### src/rtl/race_response_fifo.sv
// Response collector for the RO-PUF datapath: assembles winner bits into words and
// queues them in a first-word-fall-through FIFO drained over valid/ready.
module race_response_fifo #(
    parameter int RESP_WIDTH = 8,
    parameter int DEPTH      = 4,
    parameter bit LSB_FIRST  = 1'b0
) (
    input  logic                            clk,
    input  logic                            rst,
    input  logic                            clear,
    input  logic                            winner,
    input  logic                            done,
    output logic [RESP_WIDTH-1:0]           resp_data,
    output logic                            resp_valid,
    input  logic                            resp_ready,
    output logic [$clog2(RESP_WIDTH+1)-1:0] bit_count,
    output logic [$clog2(DEPTH+1)-1:0]      level,
    output logic                            full,
    output logic                            overflow
);

    localparam int CW = $clog2(RESP_WIDTH + 1);
    localparam int LW = $clog2(DEPTH + 1);
    localparam int PW = $clog2(DEPTH);
    localparam logic [CW-1:0] CNT_LAST = CW'(RESP_WIDTH - 1);
    localparam logic [LW-1:0] LVL_FULL = LW'(DEPTH);

    logic [RESP_WIDTH-1:0] shreg_q, shreg_d, shifted;
    logic [CW-1:0]         cnt_q, cnt_d;
    logic [PW-1:0]         wptr_q, wptr_d, rptr_q, rptr_d;
    logic [LW-1:0]         level_q, level_d;
    logic                  ovf_q, ovf_d;
    logic [RESP_WIDTH-1:0] mem_q [DEPTH];

    logic pop, complete, push_ok, drop, empty;

    assign empty    = (level_q == '0);
    assign pop      = !empty && resp_ready && !clear;
    assign complete = done && (cnt_q == CNT_LAST) && !clear;
    // A push into a full FIFO is still legal when a pop frees the head slot on the same edge.
    assign push_ok  = complete && ((level_q != LVL_FULL) || pop);
    assign drop     = complete && (level_q == LVL_FULL) && !pop;

    always_comb begin
        if (LSB_FIRST) begin
            shifted = {winner, shreg_q[RESP_WIDTH-1:1]};
        end else begin
            shifted = {shreg_q[RESP_WIDTH-2:0], winner};
        end
    end

    always_comb begin
        shreg_d = shreg_q;
        cnt_d   = cnt_q;
        wptr_d  = wptr_q;
        rptr_d  = rptr_q;
        level_d = level_q;
        ovf_d   = ovf_q;
        if (clear) begin
            shreg_d = '0;
            cnt_d   = '0;
            wptr_d  = '0;
            rptr_d  = '0;
            level_d = '0;
            ovf_d   = 1'b0;
        end else begin
            if (done) begin
                if (complete) begin
                    shreg_d = '0;
                    cnt_d   = '0;
                end else begin
                    shreg_d = shifted;
                    cnt_d   = cnt_q + CW'(1);
                end
            end
            if (push_ok) begin
                wptr_d = wptr_q + PW'(1);
            end
            if (pop) begin
                rptr_d = rptr_q + PW'(1);
            end
            if (push_ok && !pop) begin
                level_d = level_q + LW'(1);
            end else if (pop && !push_ok) begin
                level_d = level_q - LW'(1);
            end
            if (drop) begin
                ovf_d = 1'b1;
            end
        end
    end

    always_ff @(posedge clk or negedge rst) begin
        if (!rst) begin
            shreg_q <= '0;
            cnt_q   <= '0;
            wptr_q  <= '0;
            rptr_q  <= '0;
            level_q <= '0;
            ovf_q   <= 1'b0;
        end else begin
            shreg_q <= shreg_d;
            cnt_q   <= cnt_d;
            wptr_q  <= wptr_d;
            rptr_q  <= rptr_d;
            level_q <= level_d;
            ovf_q   <= ovf_d;
        end
    end

    // Storage needs no reset: the head is masked whenever level is zero.
    always_ff @(posedge clk) begin
        if (push_ok) begin
            mem_q[wptr_q] <= shifted;
        end
    end

    assign resp_data  = empty ? '0 : mem_q[rptr_q];
    assign resp_valid = !empty;
    assign bit_count  = cnt_q;
    assign level      = level_q;
    assign full       = (level_q == LVL_FULL);
    assign overflow   = ovf_q;

endmodule

### config.mk
export PLATFORM = sky130hd
export DESIGN_NAME = race_response_fifo
export DESIGN_NICKNAME = d
export VERILOG_FILES = /design/src/rtl/race_response_fifo.sv
export SDC_FILE = /design/constraint.sdc
export NUM_CORES = 1
export LEC_CHECK = 0
export CAP_MARGIN = 0
export CORE_MARGIN = 3
export CORE_UTILIZATION = 50
export CTS_CLUSTER_SIZE = 12
export DETAILED_ROUTE_END_ITERATION = 10
export PLACE_DENSITY = 0.75
export SLEW_MARGIN = 20
export SYNTH_ARGS = -nofsm -noshare
export SYNTH_HDL_FRONTEND = slang
export SYNTH_SLANG_ARGS = --single-unit
### constraint.sdc
create_clock -name clk -period 2.07 [get_ports clk]
set_input_delay 0.3105 -clock clk [delete_from_list [all_inputs] [get_ports clk]]
set_output_delay 0.3105 -clock clk [all_outputs]
set_load 0.1 [all_outputs]
==> metrics.md <==
| Metric | Value |
|---|---|
| Mapped Cells | ~150 |
| Worst flop-to-flop path endpoint | level[2] |
| Peak Freq | approximately 490 MHz |
| Class of the worst hold path | primary input to async pin |
| RSZ-0062 raised after global routing | yes |
| CTS Buf Count | 5 |
| Placed insts | approximately 240 |
| Clock Tree Root | clkbuf_8 |
| Post-synth top area cell | edfxtp_1 |
| Dpl hpwl | 3010 um |
| Crit-path max FO | 6 |
| CTS Buffer Depth | 2 |
| Layout area overhead | 32.1% |
| Post-Route WL | between 4000 and 5000 um |
| Fin crit share | about 100% |
| CTS tree | yes |
| Share of the synthesized area in the top cell type | 42.8% |
| First-pass GRT wire length | roughly 7400 um |
| Initial antenna violation count | 0 |
| Final Max Slew Viols | 0 |
| Worst setup EP type | primary output |
| Crit path DAT | ~1.7 ns |
| Cell area after layout | roughly 3000 um2 |
| CP required | between 1.5 and 2 ns |
| Detailed-route via count | around 1400 |
| Largest net degree at the start of global routing | 20 |
| Synthesized area per cell | around 15 um2 |
| Vias per std cell | between 5 and 6 |
| Hold Slack | around 0.33 ns |
| RePlAce Congestion | between 0.7 and 0.8 |
| Critical path launch point type | flop |
| TritonRoute pass-1 iters | 4 |
| Final min period | slightly above 2 ns |
| Die Span X | approximately 73 um |
| Worst-path clk slew | about 0.10 ns |
| Cell Rows | 23 |
| DIE AREA | ~5300 um2 |
| Clock sinks | 51 |
| Total power after layout | 1.75 mW |
| Setup ws final | 0.0145 ns |
| Placement Cell Area | 2820 um2 |
| Htree depth | 2 |
| Number of DRC markers in iteration 0 | 49 |
| Unique cell type count in the Yosys netlist | 34 |
| R2r startpoint | level[1] |
| Slew headroom | a little over two thirds |
| Cell Area, Synth | between 2000 and 2500 um2 |
| Main synth FF type | edfxtp_1 |
| Layout cells sized above 1 | 42.4% |
| Max-cap violations | 0 |
| R2R setup slack | ~0.02 ns |
| Synth Net Count | approximately 160 |
| Reg2reg path depth | 7 |
| Initial core utilization | 53.8% |
| Final setup vio count | 0 |
| Synth area leaders | edfxtp_1 (43%), dfrtp_1 (21%), mux4_2 (8.0%) |
| Final Non-Filler Cells | 248 |
| Total global-route track usage | 18.8% |
| Pwr dens | 592 nW/um2 |
| I/O pin total | 24 |
| N_diodes | 0 |
| Post-layout util | between 70% and 80% |
| Final #Nets | approximately 210 |
| Post-place setup slack | -0.206 ns |
| #FFs+latches synth | between 50 and 60 |
| Endpoints failing hold | 0 |
| IO Port Bufs | 23 |
| Clk_lat worst skew | 0.30 ns |
| Die Span Y | ~73 um |
| Fraction of registers with async set/reset | between 30% and 40% |
| Core Footprint | between 4000 and 5000 um2 |
| Max IR drop VDD | between 0.3 and 0.4 mV |
| Total Neg Setup Slack | 0 ns |
| # DRC | 0 |
| Lkg Pwr | 1.18 nW |
| Status | complete, no violations |
| Sequential area share after synthesis | 64.0% |
| Vias in the first global route | approximately 1500 |
| Worst setup path category | flop to primary output |
| Number of flops mapped to enable cells by yosys | 32 |
| WL/cell | ~18 um |
| Antenna viol nets, final | 0 |
| Residual overflow from global routing | 0 |
| Ys Warns | 0 |
| Clock Skews | between 0.01 and 0.015 ns |
| Slew at the pin closest to its max-slew limit | about 0.45 ns |
final cells by class:
cell class              instances  area [um2]
fillers                       257        1210
well taps                      50        62.6
repair buffers                 45         517
clock inverters                 3        18.8
clock buffers                   5        68.8
multi-input cells              88         822
flip-flops and latches         51        1450
inverters                       6        22.5
flip-flops by register name (all words and copies together), names as in the netlist:
name	count
mem_q	32
shreg_q	7
bit_count	4
level	3
rptr_q	2
wptr_q	2
overflow	1
logic make-up after synthesis:
| kind of cell | count (synthesis) | synth area share, % |
|---|---|---|
| adder cells (fa/ha/maj) | 6 | 3.68 |
| buffers and inverters | 13 | 2.62 |
| AND/OR/NAND/NOR | 43 | 11.5 |
| flip-flops | 51 | 64.0 |
| multiplexers | 9 | 8.53 |
| XOR/XNOR | 6 | 2.34 |
| AO/OA/AOI/OAI | 23 | 7.31 |
worst max-delay path, stage by stage, from the launching register on:
cell,delay (ns)
dfrtp_4,0.52
buf_4,0.17
or3_4,0.42
and2_4,0.17
buf_12,0.16
report_power, final:
part           total (mW)  internal, mW  switching [mW]
Sequential           1.09          1.08         0.00945
Clock               0.564         0.238           0.325
Combinational      0.0969        0.0348          0.0621
Total                1.75          1.36           0.397
routing by layer:
metal / share of wire (%) / track usage [%] / wire [um] / up-vias
met3: 3.5 / 4.13 / 155 / 6
met1: 42 / 23.7 / 1820 / 704
met5: 0 / 0 / 0 / -
met4: 1.1 / 5.12 / 46 / 0
met2: 54 / 32.8 / 2350 / 24
li1: - / - / - / 662
cell usage after synthesis (all sizes together) (2+ instances only):
| library cell | instances |
|---|---|
| nor2 | 8 |
| and2 | 12 |
| a21oi | 5 |
| edfxtp | 32 |
| mux4 | 8 |
| clkbuf | 3 |
| a31oi | 2 |
| nor3 | 2 |
| a22o | 9 |
| xnor2 | 3 |
| nand2 | 5 |
| a21o | 2 |
| buf | 4 |
| inv | 6 |
| nand3 | 5 |
| or3 | 4 |
| dfrtp | 19 |
| o21ai | 3 |
| xor2 | 3 |
| ha | 5 |
worst max-delay path by stage:
stage | startpoint | endpoint | slack (ns) | cells after the start
2_1_floorplan | level[1] | level[2] | -0.29 | 8
3_3_place_gp | done | level[1] | -0.16 | 6
3_5_place_dp | done | level[1] | -0.21 | 6
4_1_cts | level[1] | level[2] | 0.008 | 7
5_1_grt | level[1] | level[1] | -0.03 | 6
6_report | level[1] | resp_data[4] | 0.01 | 4
what timing repair did:
item | in CTS | in global routing
setup endpoints to repair | 11 | 10
gates cloned | 1 | 0
pin swaps | 6 | 4
resized for setup | 4 | 2
hold buffers | 0 | 0
buffers inserted | 1 | 1
cell usage in the layout, fill, tap and decap left out, types with 2 or more instances in the layout:
cell and instances:
edfxtp_1 32, buf_4 26, buf_12 13, dfrtp_1 12
a22o_1 9, mux4_2 8, and2_4 8, nor2_1 8
inv_1 6, a21oi_1 5, nand3_1 5, clkbuf_8 5
clkdlybuf4s50_1 5, or3_4 4, and2_1 4, nand2_1 4
ha_1 4, dfrtp_2 4, xnor2_1 3, xor2_1 3
dfrtp_4 3, a31oi_1 2, a21o_1 2, o21ai_0 2
clkinv_2 2
Power figures use the tool's default switching activity.
